### src/rtl/idli_pkg.sv
// Shared pipeline types and SQI SRAM controller constants.
package idli_pkg;

    typedef logic [1:0] ctr_t;

    // Element 0 is the most significant nibble, bits [15:12].
    typedef logic [0:3][3:0] data_t;

    localparam ctr_t CTR_LAST = 2'd3;

    localparam logic [7:0] SQI_CMD_READ  = 8'h03;
    localparam logic [7:0] SQI_CMD_WRITE = 8'h02;
    localparam logic [7:0] SQI_CMD_EQIO  = 8'h38;

    typedef enum logic [2:0] {
        SQI_IDLE,
        SQI_WAIT,
        SQI_CMD,
        SQI_ADDR,
        SQI_DUMMY,
        SQI_RDATA,
        SQI_WDATA,
        SQI_INIT
    } sqi_state_t;

endpackage

### src/rtl/idli_sqi_ctrl_m.sv
// SQI SRAM controller and owner of the free-running 4-phase sync counter.
// Optional `IDLI_SQI_EQIO_INIT_EN: send EQIO in SPI mode after reset before accepting requests.
//   state | meaning
//   IDLE  | CS released, waiting for req at ctr==3
//   WAIT  | write only, 2 idle cycles so CMD lands on ctr==2
//   CMD   | command byte, 2 nibbles
//   ADDR  | address nibbles, MSB first
//   DUMMY | read turnaround, SIO released
//   RDATA | read words, one nibble per cycle
//   WDATA | write words, one nibble per cycle
//   INIT  | EQIO command on sio[0], bit-serial
module idli_sqi_ctrl_m
    import idli_pkg::*;
#(
    parameter int ADDR_W    = 16,
    parameter int DUMMY_NIB = 2
) (
    input  logic              i_sq_gck,
    input  logic              i_sq_rst,
    output logic [1:0]        o_sq_ctr,
    input  logic              i_sq_req,
    input  logic              i_sq_wr,
    input  logic [ADDR_W-1:0] i_sq_addr,
    input  logic              i_sq_stop,
    input  logic [15:0]       i_sq_wr_data,
    output logic              o_sq_busy,
    output logic [15:0]       o_sq_rd_data,
    output logic              o_sq_rd_vld,
    output logic              o_sq_cs_n,
    output logic              o_sq_sio_oe,
    output logic [3:0]        o_sq_sio,
    input  logic [3:0]        i_sq_sio
);

    localparam int         ADDR_NIB   = ADDR_W / 4;
    localparam logic [2:0] ADDR_LAST  = 3'(ADDR_NIB - 1);
    localparam logic [2:0] DUMMY_LAST = 3'(DUMMY_NIB - 1);
    localparam logic [2:0] INIT_LAST  = 3'd7;

`ifdef IDLI_SQI_EQIO_INIT_EN
    localparam sqi_state_t RST_STATE = SQI_INIT;
`else
    localparam sqi_state_t RST_STATE = SQI_IDLE;
`endif

    ctr_t              ctr_q;
    sqi_state_t        state_q;
    sqi_state_t        state_d;
    logic [2:0]        step_q;
    logic              wr_q;
    logic [ADDR_W-1:0] addr_q;
    data_t             wdata_q;
    logic [0:2][3:0]   rd_q;

    logic              accept;
    logic              stop_now;
    logic [7:0]        cmd_byte;
    logic [7:0]        eqio_sh;
    logic [ADDR_W-1:0] addr_sh;

    assign accept   = (state_q == SQI_IDLE) && (ctr_q == CTR_LAST) && i_sq_req;
    assign stop_now = (ctr_q == CTR_LAST) && i_sq_stop;
    assign cmd_byte = wr_q ? SQI_CMD_WRITE : SQI_CMD_READ;
    assign eqio_sh  = SQI_CMD_EQIO << step_q;
    assign addr_sh  = addr_q << {step_q, 2'b00};

    always_ff @(posedge i_sq_gck) begin
        if (i_sq_rst) begin
            ctr_q   <= '0;
            state_q <= RST_STATE;
            step_q  <= '0;
        end else begin
            ctr_q   <= ctr_q + 2'd1;
            state_q <= state_d;
            step_q  <= (state_d != state_q) ? 3'd0 : step_q + 3'd1;
        end
    end

    // The first write word rides with req; later words are taken at each data ctr==3.
    always_ff @(posedge i_sq_gck) begin
        if (i_sq_rst) begin
            wr_q    <= 1'b0;
            addr_q  <= '0;
            wdata_q <= '0;
            rd_q    <= '0;
        end else begin
            if (accept) begin
                wr_q    <= i_sq_wr;
                addr_q  <= i_sq_addr;
                wdata_q <= i_sq_wr_data;
            end else if ((state_q == SQI_WDATA) && (ctr_q == CTR_LAST)) begin
                wdata_q <= i_sq_wr_data;
            end
            if (state_q == SQI_RDATA) begin
                case (ctr_q)
                    2'd0:    rd_q[0] <= i_sq_sio;
                    2'd1:    rd_q[1] <= i_sq_sio;
                    2'd2:    rd_q[2] <= i_sq_sio;
                    default: ;
                endcase
            end
        end
    end

    always_comb begin
        state_d     = state_q;
        o_sq_cs_n   = 1'b1;
        o_sq_sio_oe = 1'b0;
        o_sq_sio    = 4'h0;
        case (state_q)
            SQI_IDLE: begin
                if (accept) state_d = i_sq_wr ? SQI_WAIT : SQI_CMD;
            end
            SQI_WAIT: begin
                if (step_q == 3'd1) state_d = SQI_CMD;
            end
            SQI_CMD: begin
                o_sq_cs_n   = 1'b0;
                o_sq_sio_oe = 1'b1;
                o_sq_sio    = step_q[0] ? cmd_byte[3:0] : cmd_byte[7:4];
                if (step_q == 3'd1) state_d = SQI_ADDR;
            end
            SQI_ADDR: begin
                o_sq_cs_n   = 1'b0;
                o_sq_sio_oe = 1'b1;
                o_sq_sio    = addr_sh[ADDR_W-1 -: 4];
                if (step_q == ADDR_LAST) state_d = wr_q ? SQI_WDATA : SQI_DUMMY;
            end
            SQI_DUMMY: begin
                o_sq_cs_n = 1'b0;
                if (step_q == DUMMY_LAST) state_d = SQI_RDATA;
            end
            SQI_RDATA: begin
                o_sq_cs_n = 1'b0;
                if (stop_now) state_d = SQI_IDLE;
            end
            SQI_WDATA: begin
                o_sq_cs_n   = 1'b0;
                o_sq_sio_oe = 1'b1;
                o_sq_sio    = wdata_q[ctr_q];
                if (stop_now) state_d = SQI_IDLE;
            end
            SQI_INIT: begin
                o_sq_cs_n   = 1'b0;
                o_sq_sio_oe = 1'b1;
                o_sq_sio    = {3'b000, eqio_sh[7]};
                if (step_q == INIT_LAST) state_d = SQI_IDLE;
            end
            default: state_d = SQI_IDLE;
        endcase
    end

    // Last read nibble bypasses the flops so the word is complete on ctr==3.
    assign o_sq_ctr     = ctr_q;
    assign o_sq_busy    = (state_q != SQI_IDLE);
    assign o_sq_rd_vld  = (state_q == SQI_RDATA) && (ctr_q == CTR_LAST);
    assign o_sq_rd_data = {rd_q, i_sq_sio};

endmodule

### config.mk
export PLATFORM = sky130hd
export DESIGN_NAME = idli_sqi_ctrl_m
export DESIGN_NICKNAME = d
export VERILOG_FILES = /design/src/rtl/idli_pkg.sv /design/src/rtl/idli_sqi_ctrl_m.sv
export SDC_FILE = /design/constraint.sdc
export NUM_CORES = 1
export LEC_CHECK = 0
export CORE_MARGIN = 2
export CORE_UTILIZATION = 50
export CTS_BUF_LIST = sky130_fd_sc_hd__clkbuf_8
export CTS_CLUSTER_DIAMETER = 120
export DETAILED_ROUTE_END_ITERATION = 12
export PLACE_DENSITY = 0.9
export REMOVE_ABC_BUFFERS = 1
export SLEW_MARGIN = 20
export SYNTH_ARGS = -nofsm -noshare
export SYNTH_HDL_FRONTEND = slang
export SYNTH_SLANG_ARGS = --single-unit
### constraint.sdc
create_clock -name i_sq_gck -period 2.31 [get_ports i_sq_gck]
set_input_delay 0.462 -clock i_sq_gck [delete_from_list [all_inputs] [get_ports i_sq_gck]]
set_output_delay 0.462 -clock i_sq_gck [all_outputs]
set_load 0.01 [all_outputs]
=== Word-level counts from Yosys, hierarchy flattened ===
Index checks and enable logic that the tools add are counted.
W data, S select, Z words.

* Add/sub/neg operators: 2
* $mul: 0
* Divide/modulo/power cells: 0
* Order comparisons: 1
* Equality and inequality tests: 14
* Shift-type cells: 2
* Mux-type cells: 20
* Bitwise gates (word level): 1
* Reductions and logical operators: 16

{| class="wikitable"
|+ Operators by type and width
! cell !! count
|-
| $mux W16 || 2
|-
| $mux W3 || 7
|-
| $pmux W3 S7 || 1
|-
| $pmux W4 S4 || 1
|-
| $shl A16 B5 Y16 || 1
|-
| $eq A3 B3 Y1 const B || 5
|-
| $eq A3 B2 Y1 const B || 3
|-
| $bmux W4 S2 || 1
|-
| $mux W4 || 2
|-
| $shl A6 B3 Y8 const A || 1
|-
| $eq A3 B1 Y1 const B || 2
|-
| $mux W2 || 3
|-
| $reduce_and A2 Y1 || 3
|-
| $reduce_or A6 Y1 || 1
|-
| $logic_and A1 B1 Y1 || 5
|-
| $eq A2 B2 Y1 const B || 2
|-
| $reduce_or A2 Y1 || 2
|-
| $reduce_or A4 Y1 || 1
|-
| $add A3 B1 Y3 const B || 1
|-
| $ge A3 B3 Y1 const B || 1
|-
| $logic_not A3 Y1 || 1
|-
| $mux W1 || 3
|-
| $ne A3 B3 Y1 || 1
|-
| $not A2 Y3 || 1
|-
| 5 further kinds || 5
|}

* Register bits after elaboration: 53
* Bits in latches: 0
* Bits in writable memories: 0
* ROM bits: 0
* Input port bits: 41
* Output and inout port bits: 26
* Logic and storage cells: 68
* Memories: 0

=== Logic depth before layout (Yosys ltp) ===
* Word-level depth: 7
* Mapped depth: 8
* Depth with buffers taken out: 7

=== Worst setup path after synthesis ===
No wires, ideal clock.

* Path type: flip-flop to output port
* Start: register step_q[0]
* End: output o_sq_sio[1]
* Arrival time: 1.577 ns
* Data required time: 1.848 ns
* Slack: 0.271 ns
* Stages on the path, launching flop included: 5
* Path buffers: 1
* Cells stage by stage: dfxtp_1 -> clkbuf_1 -> mux4_2 -> a221oi_1 -> a211oi_1

* Word-level cells in the longest chain between the ends: 2
* Elaborated cells between the ends (all ways): 3
* Classes of those cells: shift: 1; mux: 2

{| class="wikitable"
|+ Ends and longest elaborated chain
! what !! RTL line !! source
|-
| start, declared || idli_sqi_ctrl_m.sv:49 || <nowiki>logic [2:0] step_q;</nowiki>
|-
| start signal, assigned || idli_sqi_ctrl_m.sv:75 || <nowiki>step_q <= (state_d != state_q) ? 3'd0 : step_q + 3'd1;</nowiki>
|-
| $shl A16 B5 Y16 or $mux W2 (tied branches) || idli_sqi_ctrl_m.sv:65, idli_sqi_ctrl_m.sv:120 ||
|-
| $pmux W4 S4 * || idli_sqi_ctrl_m.sv:110 || <nowiki>case (state_q)</nowiki>
|-
| end, declared || idli_sqi_ctrl_m.sv:31 || <nowiki>output logic [3:0] o_sq_sio,</nowiki>
|}

Every way passes the cells marked *; elsewhere a longest branch is shown, timed or not.

=== Final worst setup path ===
* Start: register step_q[0]
* End: output o_sq_sio[3]

* Word-level cells in the longest chain between the ends: 2

{| class="wikitable"
|+ Ends and longest elaborated chain
! what !! RTL line !! source
|-
| $shl A16 B5 Y16 || idli_sqi_ctrl_m.sv:65 || <nowiki>assign addr_sh = addr_q << {step_q, 2'b00};</nowiki>
|-
| $pmux W4 S4 || idli_sqi_ctrl_m.sv:110 ||
|}

No other way between the ends.

==> summary.txt <==
Global routing
  • First-pass GRT wire length: 10520 um
  • Remaining global-route overflow: 0
  • Antenna violations before repair: 0
  • Largest net degree at the start of global routing: 37
  • Number of global-route vias before repair: 2331
  • Tot GR Track Use: 0.2414

Floorplanning
  • Starting Density: 0.5084
  • DIE HEIGHT: 75.61 um
  • Core Area: 0.005042 mm^2
  • DIE WIDTH: 75.61 um
  • Row cnt: 26
  • I/O pin total: 67
  • Die area: 0.005716 mm^2

Finish
  • Area growth syn-to-layout: 33.82%
  • Leading cell type in the layout, fill and taps excluded: clkdlybuf4s50_1
  • Layout cells sized above 1: 0.1350
  • Reg area: 0.001071 mm^2
  • Most frequent cells in the layout: 61 x clkdlybuf4s50_1, 60 x nand2_1, 49 x dfxtp_1, 35 x a21oi_1, 25 x nor2_1
  • Post-layout util: 0.6804
  • N_diodes: 0
  • Fillcell total: 387
  • Multi-input logic area: 0.001349 mm^2
  • Non-Filler Instances: 433
  • Design area: 0.003431 mm^2
  • Layout net count: 412

STA
  • Setup Viol. Count Final: 0
  • Setup_tns: 0 ns
  • Min cycle time layout: 2.256 ns
  • Fin. Hold Viols: 0
  • Max_slew headroom: 0.7744
  • Worst-margin pin slew: 0.3290 ns
  • Period utilisation layout: 0.9768
  • Slew Limit Fails: 0
  • Max Fclk: 0.4432 GHz
  • RSZ-0062 raised after global routing: yes
  • Fin Clk Skew: 0.007315 ns

Setup path
  • Crit Path Class: flip-flop to output port
  • Data required, critical path: 1.85 ns
  • R2R cell count: 8
  • Crit-path leading delay family: multiplexers
  • Slowest stage delay, CP: 0.51 ns
  • Crit path depth: 5
  • Critical path endpoint category: output port
  • Worst EP arrival: 1.79 ns
  • Critical-path cell list: buf_4 -> mux4_2 -> nand3_1 -> a21oi_1 -> dlygate4sd2_1
  • CP max-delay cell: mux4_2
  • WP buf/inv: 2
  • Crit path max fanout: 3
  • Critical path startpoint category: flip-flop

Place
  • HPWL after DPL: 4634 um
  • Placed cell area: 0.003321 mm^2
  • Port bufs: 66
  • Gp weighted congestion: 0.9341
  • DP Cell Count: 425

Power and ir drop
  • Leakage power: 1.332 nW
  • Pwr dens: 548.1 mW/mm^2
  • Peak supply drop: 0.4307 mV

Routing
  • ANT nets after route: 0
  • WL per Instance: 14.80 um
  • Met2 wire len: 3242 um
  • Final wirelength: 6408 um
  • Pre-Repair DR Iteration Count: 4
  • Detailed Route Iter0 Violations: 250
  • DR vias: 2380
  • Met3 WL: 484 um
  • DR DRC count: 0
  • Met1 WL: 2524 um
  • Via/cell ratio: 5.497
  • Highest routed layer: met4

Clock network
  • Num CTS Buffers: 5
  • CTS root buffer: clkbuf_8
  • Clk buf depth: 2
  • Hold_buf cts: 0
  • Clk slew on worst S/H paths: 0.10 ns
  • Setup Buffers After CTS: 0
  • CTS tree: yes
  • H-tree depth: 2
  • Clock insertion delay at the later pin of the skew report: 0.31 ns
  • CTS Sinks: 53

Run
  • Max cap viols: 0

Hold path
  • Worst hold path class: flip-flop to flip-flop
  • Hold Crit Depth: 2

Status
  • Status: complete, no violations

Synth
  • Area leader, netlist: dfxtp_1
  • Synth top area share: 0.4139
  • Yosys reg bits: 53
  • Register area share after synthesis: 0.4139
  • Ys Warns: 0
  • Syn Area/Cell: 8.720 um^2
  • Post-Synthesis Cells: 294
  • Post-Syn Area: 0.002564 mm^2
  • Top cells by area, synth: dfxtp_1 41%, nand2_1 8.8%, mux4_2 7.0%, a21oi_1 6.8%, mux2i_1 6.6%
  • Yosys cell types: 40
-- synthesized netlist by cell type, drive strengths merged --
cell type   n
clkbuf     11
nor3        2
or3         2
nor4        3
nor2b       2
o22a        1
dfxtp      53
o2111ai     1
nor3b       1
o32a        1
or2b        1
nand4       1
mux2        1
nand2      60
xnor2       1
nand2b      1
nand3      17
a211oi      1
and2        1
clkinv      1
ha          9
mux2i      17
a31oi       5
o21ai       3
o21a        1
a221oi      2
a21o        1
buf        13
o211ai      1
a21oi      35
mux4        8
inv         9
a21boi      1
nor2       25
a211o       2
-- worst paths after layout --
kind                                             start                     end  slack, ns
worst min register to register  addr_q[3]$_SDFFE_PP0N_  addr_q[3]$_SDFFE_PP0N_       0.45
worst max-delay path              step_q[0]$_SDFF_PP0_             o_sq_sio[3]       0.05
worst min-delay path            addr_q[3]$_SDFFE_PP0N_  addr_q[3]$_SDFFE_PP0N_       0.45
worst max register to register    step_q[0]$_SDFF_PP0_    step_q[2]$_SDFF_PP0_       0.12
-- worst register-to-register path, cell delays in order (launching register included) --
cell and delay (ns):
dfxtp_2 0.34, buf_4 0.16, ha_1 0.22, ha_1 0.21
or2b_1 0.24, o32a_1 0.17, o21ai_0 0.14, mux2_4 0.35
nor4_1 0.25
-- power by group --
part	switching [mW]	internal, mW
clock	0.315	0.244
sequential	0.0225	0.941
combinational	0.165	0.193
-- per-layer routing --
metal / vias up / track usage
li1: 1139 / -
met1: 1121 / 0.2881
met2: 106 / 0.4097
met3: 14 / 0.06878
met4: 0 / 0.09747
met5: - / 0
-- metrics by stage --
stage | hold slack (ns) | worst slack, ns | power, mW
floorplan | 0.4271 | 0.3102 | 1.145
CTS | 0.4576 | 0.04587 | 1.885
global route | 0.4849 | -0.01525 | 1.958
global placement | 0.4403 | 0.05020 | 1.320
detailed placement | 0.4449 | 0.006237 | 1.331
finish | 0.4537 | 0.05367 | 1.880
-- layout make-up --
class                      instances  area share
multi-input combinational        207      0.3931
inverter                          10     0.01094
sequential                        53      0.3122
tap                               70     0.02553
clock inverter                     2    0.004012
timing repair buffer              85      0.2301
clock buffer                       6     0.02407
-- timing repair --
item                       CTS  global route
pin swaps                    1             2
setup endpoints to repair    5             5
gates cloned                 0             0
resized for setup           15             5
-- logic make-up after synthesis --
group | synth area share
AOI/OAI and AO/OA | 0.1313
xor gates and xnor gates | 0.003417
adders and majority gates | 0.04392
buffers and inverters | 0.06686
DFF | 0.4139
muxes | 0.1425
and+or+nand+nor | 0.1982
-- state kept, by name (all words and copies together) (netlist names) --
signal	count
addr_q	16
wdata_q	16
o_sq_rd_data	12
state_q	3
step_q	3
o_sq_ctr	2
wr_q	1
(Power assumes the default switching activity.)
